`config.mk`:
```
export PLATFORM = sky130hd
export DESIGN_NAME = clk_divider_multi
export DESIGN_NICKNAME = d
export VERILOG_FILES = /design/src/rtl/clk_divider_multi.sv
export SDC_FILE = /design/constraint.sdc
export NUM_CORES = 2
export LEC_CHECK = 0
export ABC_AREA = 1
export CORE_UTILIZATION = 55
export DETAILED_ROUTE_END_ITERATION = 12
export PLACE_DENSITY = 0.78
export SYNTH_ARGS = -nofsm -noshare
export SYNTH_HDL_FRONTEND = slang
export SYNTH_SLANG_ARGS = --single-unit
```
`constraint.sdc`:
```
create_clock -name inclk -period 21.5 [get_ports inclk]
set_input_delay 4.3 -clock inclk [delete_from_list [all_inputs] [get_ports inclk]]
set_output_delay 4.3 -clock inclk [all_outputs]
set_load 0.005 [all_outputs]
```
`src/rtl/clk_divider_multi.sv`:
```
// rtl/clk_divider_multi.sv - multi-channel programmable clock divider with glitch-free reconfiguration
module clk_divider_multi #(
    parameter int WIDTH     = 32,
    parameter int CHANNELS  = 4,
    parameter int RESET_DIV = 2
) (
    input  logic                      inclk,
    input  logic                      Reset,
    input  logic [CHANNELS-1:0]       enable,
    input  logic [CHANNELS-1:0]       load,
    input  logic [CHANNELS*WIDTH-1:0] div_count,
    input  logic [CHANNELS*WIDTH-1:0] high_count,
    output logic [CHANNELS-1:0]       outclk,
    output logic [CHANNELS-1:0]       outclk_n,
    output logic [CHANNELS-1:0]       tick,
    output logic [CHANNELS-1:0]       active,
    output logic [CHANNELS-1:0]       cfg_err
);
    typedef enum logic [1:0] {
        IDLE     = 2'd0,
        RUN      = 2'd1,
        STOPPING = 2'd2
    } state_t;

    localparam logic [WIDTH-1:0] RST_P = WIDTH'(RESET_DIV);
    localparam logic [WIDTH-1:0] RST_H = WIDTH'(RESET_DIV / 2);
    localparam logic [WIDTH-1:0] ONE   = WIDTH'(1);
    localparam logic [WIDTH-1:0] TWO   = WIDTH'(2);

    assign outclk_n = ~outclk;

    for (genvar c = 0; c < CHANNELS; c++) begin : g_ch
        state_t           state, state_d;
        logic [WIDTH-1:0] cnt, cnt_d, p, h, pp, hp;
        logic [WIDTH-1:0] div, high, high_clamp;
        logic             pend_v, wrap, load_ok;
        logic             oc_q, oc_d, tick_q, tick_d, err_q;

        assign div     = div_count[c*WIDTH +: WIDTH];
        assign high    = high_count[c*WIDTH +: WIDTH];
        assign wrap    = (state != IDLE) && (cnt == p - ONE);
        assign load_ok = load[c] && (div >= TWO);

        // High time must leave the last cycle of every period low.
        always_comb begin
            high_clamp = high;
            if (high == '0)
                high_clamp = ONE;
            else if (high >= div)
                high_clamp = div - ONE;
        end

        always_ff @(posedge inclk or posedge Reset) begin
            if (Reset)
                state <= IDLE;
            else
                state <= state_d;
        end

        always_comb begin
            state_d = state;
            case (state)
                IDLE:     if (enable[c]) state_d = RUN;
                RUN:      if (!enable[c]) state_d = STOPPING;
                STOPPING: begin
                    if (enable[c])
                        state_d = RUN;
                    else if (wrap)
                        state_d = IDLE;
                end
                default:  state_d = IDLE;
            endcase
        end

        always_comb begin
            cnt_d  = cnt;
            oc_d   = 1'b0;
            tick_d = 1'b0;
            case (state)
                IDLE: begin
                    cnt_d = '0;
                    if (enable[c]) begin
                        oc_d   = 1'b1;
                        tick_d = 1'b1;
                    end
                end
                default: begin
                    cnt_d = wrap ? '0 : cnt + ONE;
                    // H never exceeds P-1, so the stop edge always lands on a low phase.
                    if (!(state == STOPPING && !enable[c] && wrap)) begin
                        oc_d   = (cnt_d < h);
                        tick_d = wrap;
                    end
                end
            endcase
        end

        always_ff @(posedge inclk or posedge Reset) begin
            if (Reset) begin
                cnt    <= '0;
                p      <= RST_P;
                h      <= RST_H;
                pp     <= '0;
                hp     <= '0;
                pend_v <= 1'b0;
                oc_q   <= 1'b0;
                tick_q <= 1'b0;
                err_q  <= 1'b0;
            end else begin
                cnt    <= cnt_d;
                oc_q   <= oc_d;
                tick_q <= tick_d;
                err_q  <= load[c] && (div < TWO);
                if (load_ok && (state == IDLE || wrap)) begin
                    p      <= div;
                    h      <= high_clamp;
                    pend_v <= 1'b0;
                end else if (load_ok) begin
                    pp     <= div;
                    hp     <= high_clamp;
                    pend_v <= 1'b1;
                end else if (wrap && pend_v) begin
                    p      <= pp;
                    h      <= hp;
                    pend_v <= 1'b0;
                end
            end
        end

        assign outclk[c]  = oc_q;
        assign tick[c]    = tick_q;
        assign cfg_err[c] = err_q;
        assign active[c]  = (state != IDLE);
    end
endmodule

```
## Word level (Yosys, flattened, before mapping)

Index checks and enable logic that the tools add are counted.

- Flip-flop bits (word level): 664
- Input port bits: 266
- Output and inout port bits: 20
- Word-level logic and storage cells: 261

- Add/subtract/negate cells: 12
- Order comparisons: 16
- Eq/ne operators: 28
- Muxes and demuxes: 92
- Bitwise logic cells: 5
- Reductions and logical operators: 68

Operators by type and width:

| kind | count |
|---|---|
| $mux 32 | 40 |
| $sub 32x1->32 const B | 8 |
| $add 32x1->32 const B | 4 |
| $eq 32x32->1 | 4 |
| $ge 32x2->1 const B | 4 |
| $ge 32x32->1 | 4 |
| $logic_not 32->1 | 4 |
| $lt 32x2->1 const B | 4 |
| $lt 32x32->1 | 4 |
| $mux 1 | 32 |
| $mux 2 | 16 |
| $logic_and 1x1->1 | 28 |
| $pmux 2 s3 | 4 |
| $ne 2x2->1 const B | 8 |
| $reduce_and 2->1 | 8 |
| $reduce_bool 2->1 | 8 |
| $ne 3x3->1 const B | 4 |
| $reduce_and 3->1 | 4 |
| $reduce_bool 3->1 | 4 |
| $eq 2x1->1 const B | 4 |
| $eq 2x2->1 const B | 4 |
| $logic_not 2->1 | 4 |
| $ne 2x1->1 const B | 4 |
| $logic_not 1->1 | 4 |
| 3 further kinds | 9 |

## Longest topological paths before layout

- Depth in word-level cells: 7
- Mapped depth: 30
- Mapped depth without buffers: 29

## Worst setup path before layout

Ideal clock, no wire load.

- Path kind: input port to flip-flop
- Start point: input port div_count[64]
- End point: register g_ch[2].h[30]
- Setup time: 0.130 ns
- Data arrival time: 6.351 ns
- Required time: 21.370 ns
- Setup slack: 15.019 ns
- Cell stages on the path: 21
- Buffers on the path: 0
- Cells stage by stage: inv_1 -> ha_1 -> nand2_1 -> nor2_1 -> inv_1 -> nor2_1 -> inv_1 -> nor2_1 -> nand2_1 -> nor2_1 -> inv_1 -> nor2_1 -> inv_1 -> nor3_2 -> nand3_1 -> xor2_1 -> nand2_1 -> o211ai_1 -> nand2_1 -> o211ai_1 -> o21ai_0

- Cells in the longest elaborated chain, start to end: 5
- Elaborated cells on any way between the ends: 11
- Those cells by class: add/sub (1); order compare (2); eq/ne (1); mux (3); reduce/logical (4)

Ends and longest elaborated chain:

| what | line | source |
|---|---|---|
| start: declaration | 11 | `input logic [CHANNELS*WIDTH-1:0] div_count,` |
| $ge 32x2->1 | 42 | `assign load_ok = load[c] && (div >= TWO);` |
| $logic_and 1x1->1 | 42 |  |
| $logic_and 1x1->1 | 114 | `if (load_ok && (state == IDLE \|\| wrap)) begin` |
| $ne 2x1->1 (no line) or $reduce_bool 2->1 (tied branches) | - |  |
| $reduce_and 2->1 (no line) | - |  |
| end signal: assignment | 116 | `h <= high_clamp;` |
| end signal: assignment | 124 | `h <= hp;` |
| end: declaration | 34 | `logic [WIDTH-1:0] cnt, cnt_d, p, h, pp, hp;` |

Several ways; a longest one is shown, not always the timed one.
A chain may end at the register's enable or synchronous reset.

## Worst setup path after layout

- Start point: input port div_count[80]
- End point: register g_ch[2].h[28]

Same word-level chain as after synthesis.

==> impl_results.md <==
* TritonCTS Buffers at 77
* Site row count at ~110
* All-layer global routing usage at 0.335
* Ports at approximately 290
* Drt wl/cell at 18.6 um
* CP Cell Sequence: clkdlybuf4s50_1 > nor2_1 > inv_1 > nor2_1 > nand4_1 > nor2_1 > nand3_1 > inv_1 > a21oi_1 > inv_1 > nor2_4 > nor2_4 > clkinv_2 > o211ai_1 > o21ai_0
* Sequential fraction of the synthesis area at 0.366
* Ys async rst share at 1.00
* # clock sinks at 664
* Overflow after GRT at 0
* Worst Path Required at between 20 and 25 ns
* Power share of the combinational group at 0.266
* Synth top area share at 0.361
* PD cells at ~80 nW/um^2
* Resized cells post-CTS at 0
* Number of synthesized flops with an enable pin at 0
* Number of global-route vias before repair at approximately 41,000
* P_int at between 2 and 3 mW
* Clock-pin slew on the worst setup and hold paths at ~0.05 ns
* Core Area at 81,800 sq um
* Max VDD drop at about 59 uV
* Slew Viols, Final at 0
* Via count at about 43,000
* Minimum clock period at ~8.3 ns
* Share of layout cells above drive strength 1 at 0.0497
* Synth unique cells at 70
* Post-synthesis cell count at around 6,300
* Final wirelength at around 140,000 um
* Antenna Nets Post-Route at 0
* Leading cell types in the layout, fill and taps excluded: 1,401 x nand2_1, 834 x nor2_1, 772 x inv_1
* Maxcap violations at 0
* Flops & latches, synth at around 660
* Port-buffer cells at 285
* Initial Util at 0.555
* Root Buffer: clkbuf_16
* Avg Cell Area, Syn at 7.24 sq um
* Clock H-tree levels at 3
* Fin. Hold Viols at 0
* Status: completed
* WP buf/inv at 5
* Most common cell after layout, fill and taps aside: nand2_1
* Worst Clk Skew at around 0.018 ns
* Worst skew pair latency at 0.63 ns
* Crit path largest cell delay at 1.07 ns
* GP Congestion at between 0.9 and 1
* Slowest cell on crit path: clkinv_2
* First-pass GRT wire length at approximately 220,000 um
* Post-Place Cells at 7,428
* CTS tree: done
* Area Growth Syn to Fin at 13.3%
* Worst-margin pin slew at 1.15 ns
* Sw frac at 0.346
* Cell family with the largest share of critical-path delay: buffers and inverters
* # nets final at 6,971
* Initial antenna violation count at 6
* Achievable Freq at 120 MHz
* Worst path arrival time at around 8.8 ns
* CP Class: in -> reg
* Post-route insts no fill at approximately 7,600
* Pre-antenna DRT Iters at 6
* Share of the clock period used by the worst path after layout at 0.388
* Clock share of power at 0.332
* Pleak at around 24 nW
* Setup_tns at 0 ns
* Crit path max fanout at slightly above 80
* Die height at around 290 um
* Die Area at roughly 84,000 sq um
* Largest net degree at the start of global routing at 98
* Mapped Nets at about 7,000
* Setup bufs post-CTS at 0
* Setup violators final at 0
* Yosys top cell by area: dfrtp_1
* Startpoint Class: primary input
* Yosys warns at 0
* CP Capture Type: flop
* Hold WC Path Type: reg -> reg
* Sw Pwr at around 1.4 mW
* RSZ-0062 raised after global routing: no
* 1st-iter DRT viols at 3,822
* Dpl hpwl at 107,000 um
* Mapped cell area at between 40,000 and 50,000 sq um
* Longest Clk Path Bufs at 3
* Synth area leaders: dfrtp_1 36%, nand2_1 12%, ha_1 7.4%
* Slew HR at 0.235
* Die X-Extent at a little under 300 um
* Cts hold-fix bufs at 0
* DRC viols at 0
* Avg Vias per Cell at around 5.7
* Seq pwr share at 0.402
* Prevailing post-synth register cell: dfrtp_1
cell type report:
class,instances,area (sq um)
repair buffers,319,3110
inverters,800,3010
multi-input cells,4575,24700
well taps,1070,1340
clock buffers,106,2220
flip-flops and latches,664,16600
fillers,7423,30400
clock inverters,35,430
diodes,5,12.5
state kept, by name (all words and copies together), names as in the netlist:
| name | count |
|---|---|
| g_ch.pp | 128 |
| g_ch.h | 128 |
| g_ch.oc_q | 4 |
| g_ch.state | 8 |
| g_ch.p | 128 |
| g_ch.tick_q | 4 |
| g_ch.pend_v | 4 |
| g_ch.hp | 128 |
| g_ch.err_q | 4 |
| g_ch.cnt | 128 |
worst register-to-register path, delay by kind of cell (launching register included):
kind	cells	cell delay [ns]
flops	1	0.54
fa+ha+maj	1	0.21
simple gates	14	2.64
compound gates	1	0.29
buf+inv	6	1.57
synth_stat cells, types with 10 or more instances:
cell type and count:
o211ai_1 75, nor3_1 68, a22oi_1 17, inv_2 21, a21oi_1 328, a211oi_1 18
xnor2_1 59, nor2_1 835, ha_1 268, o21ai_1 110, nor2_2 28, nand2_1 1402
o22ai_1 56, dfrtp_1 656, nand3_1 180, nor4_1 65, buf_4 36, or2_2 36
xor2_1 214, clkbuf_1 116, o221ai_1 34, a31oi_1 41, nand4_1 111, o21ai_0 455
buf_2 61, nand2_2 10, o21bai_1 15, nand3b_1 24, inv_1 774, nor2_4 11
a311oi_1 11, a2bb2oi_1 20
layer usage:
| metal | track usage | part of all wire | vias up |
|---|---|---|---|
| met2 | 0.537 | 0.45 | 1612 |
| li1 | - | - | 20900 |
| met4 | 0.126 | 0.038 | 2 |
| met1 | 0.463 | 0.44 | 20400 |
| met3 | 0.0409 | 0.067 | 305 |
| met5 | 0 | 0.000092 | - |
stage by stage:
stage	worst slack (ns)	power (mW)	cell area, sq um	hold WS (ns)	util
2_1_floorplan	8.13	2.40	45400	0.441	-
3_3_place_gp	12.93	2.73	48800	0.448	0.596
3_5_place_dp	12.65	2.76	48800	0.460	0.596
4_1_cts	13.28	4.14	51400	0.468	0.628
5_1_grt	12.70	4.38	51400	0.499	0.628
6_report	13.16	4.14	51400	0.470	0.628
worst paths after layout:
kind / start / to / slack (ns) / depth (start not counted)
worst max-delay path: div_count[80] / g_ch[2].h[28] / 13.16 / 15
worst min-delay path: g_ch[2].state[1] / g_ch[2].state[0] / 0.47 / 1
worst max register to register: g_ch[1].p[1] / g_ch[1].p[7] / 16.15 / 22
worst min register to register: g_ch[2].state[1] / g_ch[2].state[0] / 0.47 / 1
max in group asynchronous: Reset / g_ch[0].cnt[26] / 14.07 / 5
min in group asynchronous: Reset / g_ch[1].pp[25] / 4.16 / 2
power groups by stage:
stage / combinational, mW / clock [mW] / sequential [mW]
2_1_floorplan: 0.781 / 0 / 1.62
6_report: 1.10 / 1.37 / 1.67
5_1_grt: 1.25 / 1.44 / 1.69
4_1_cts: 1.10 / 1.39 / 1.66
3_3_place_gp: 1.05 / 0 / 1.67
3_5_place_dp: 1.08 / 0 / 1.68
kinds of logic (layout without fill, tap and decap cells):
family / after synthesis / count (layout) / share of synthesized area
compound gates: 1225 / 1225 / 0.154
xor+xnor: 273 / 273 / 0.0526
fa+ha+maj: 268 / 268 / 0.0738
buf+inv: 1030 / 1260 / 0.0914
flops: 664 / 664 / 0.366
other cells: 0 / 5 / 0
simple gates: 2809 / 2809 / 0.262
Note: power is estimated with default switching activity, not from simulation.
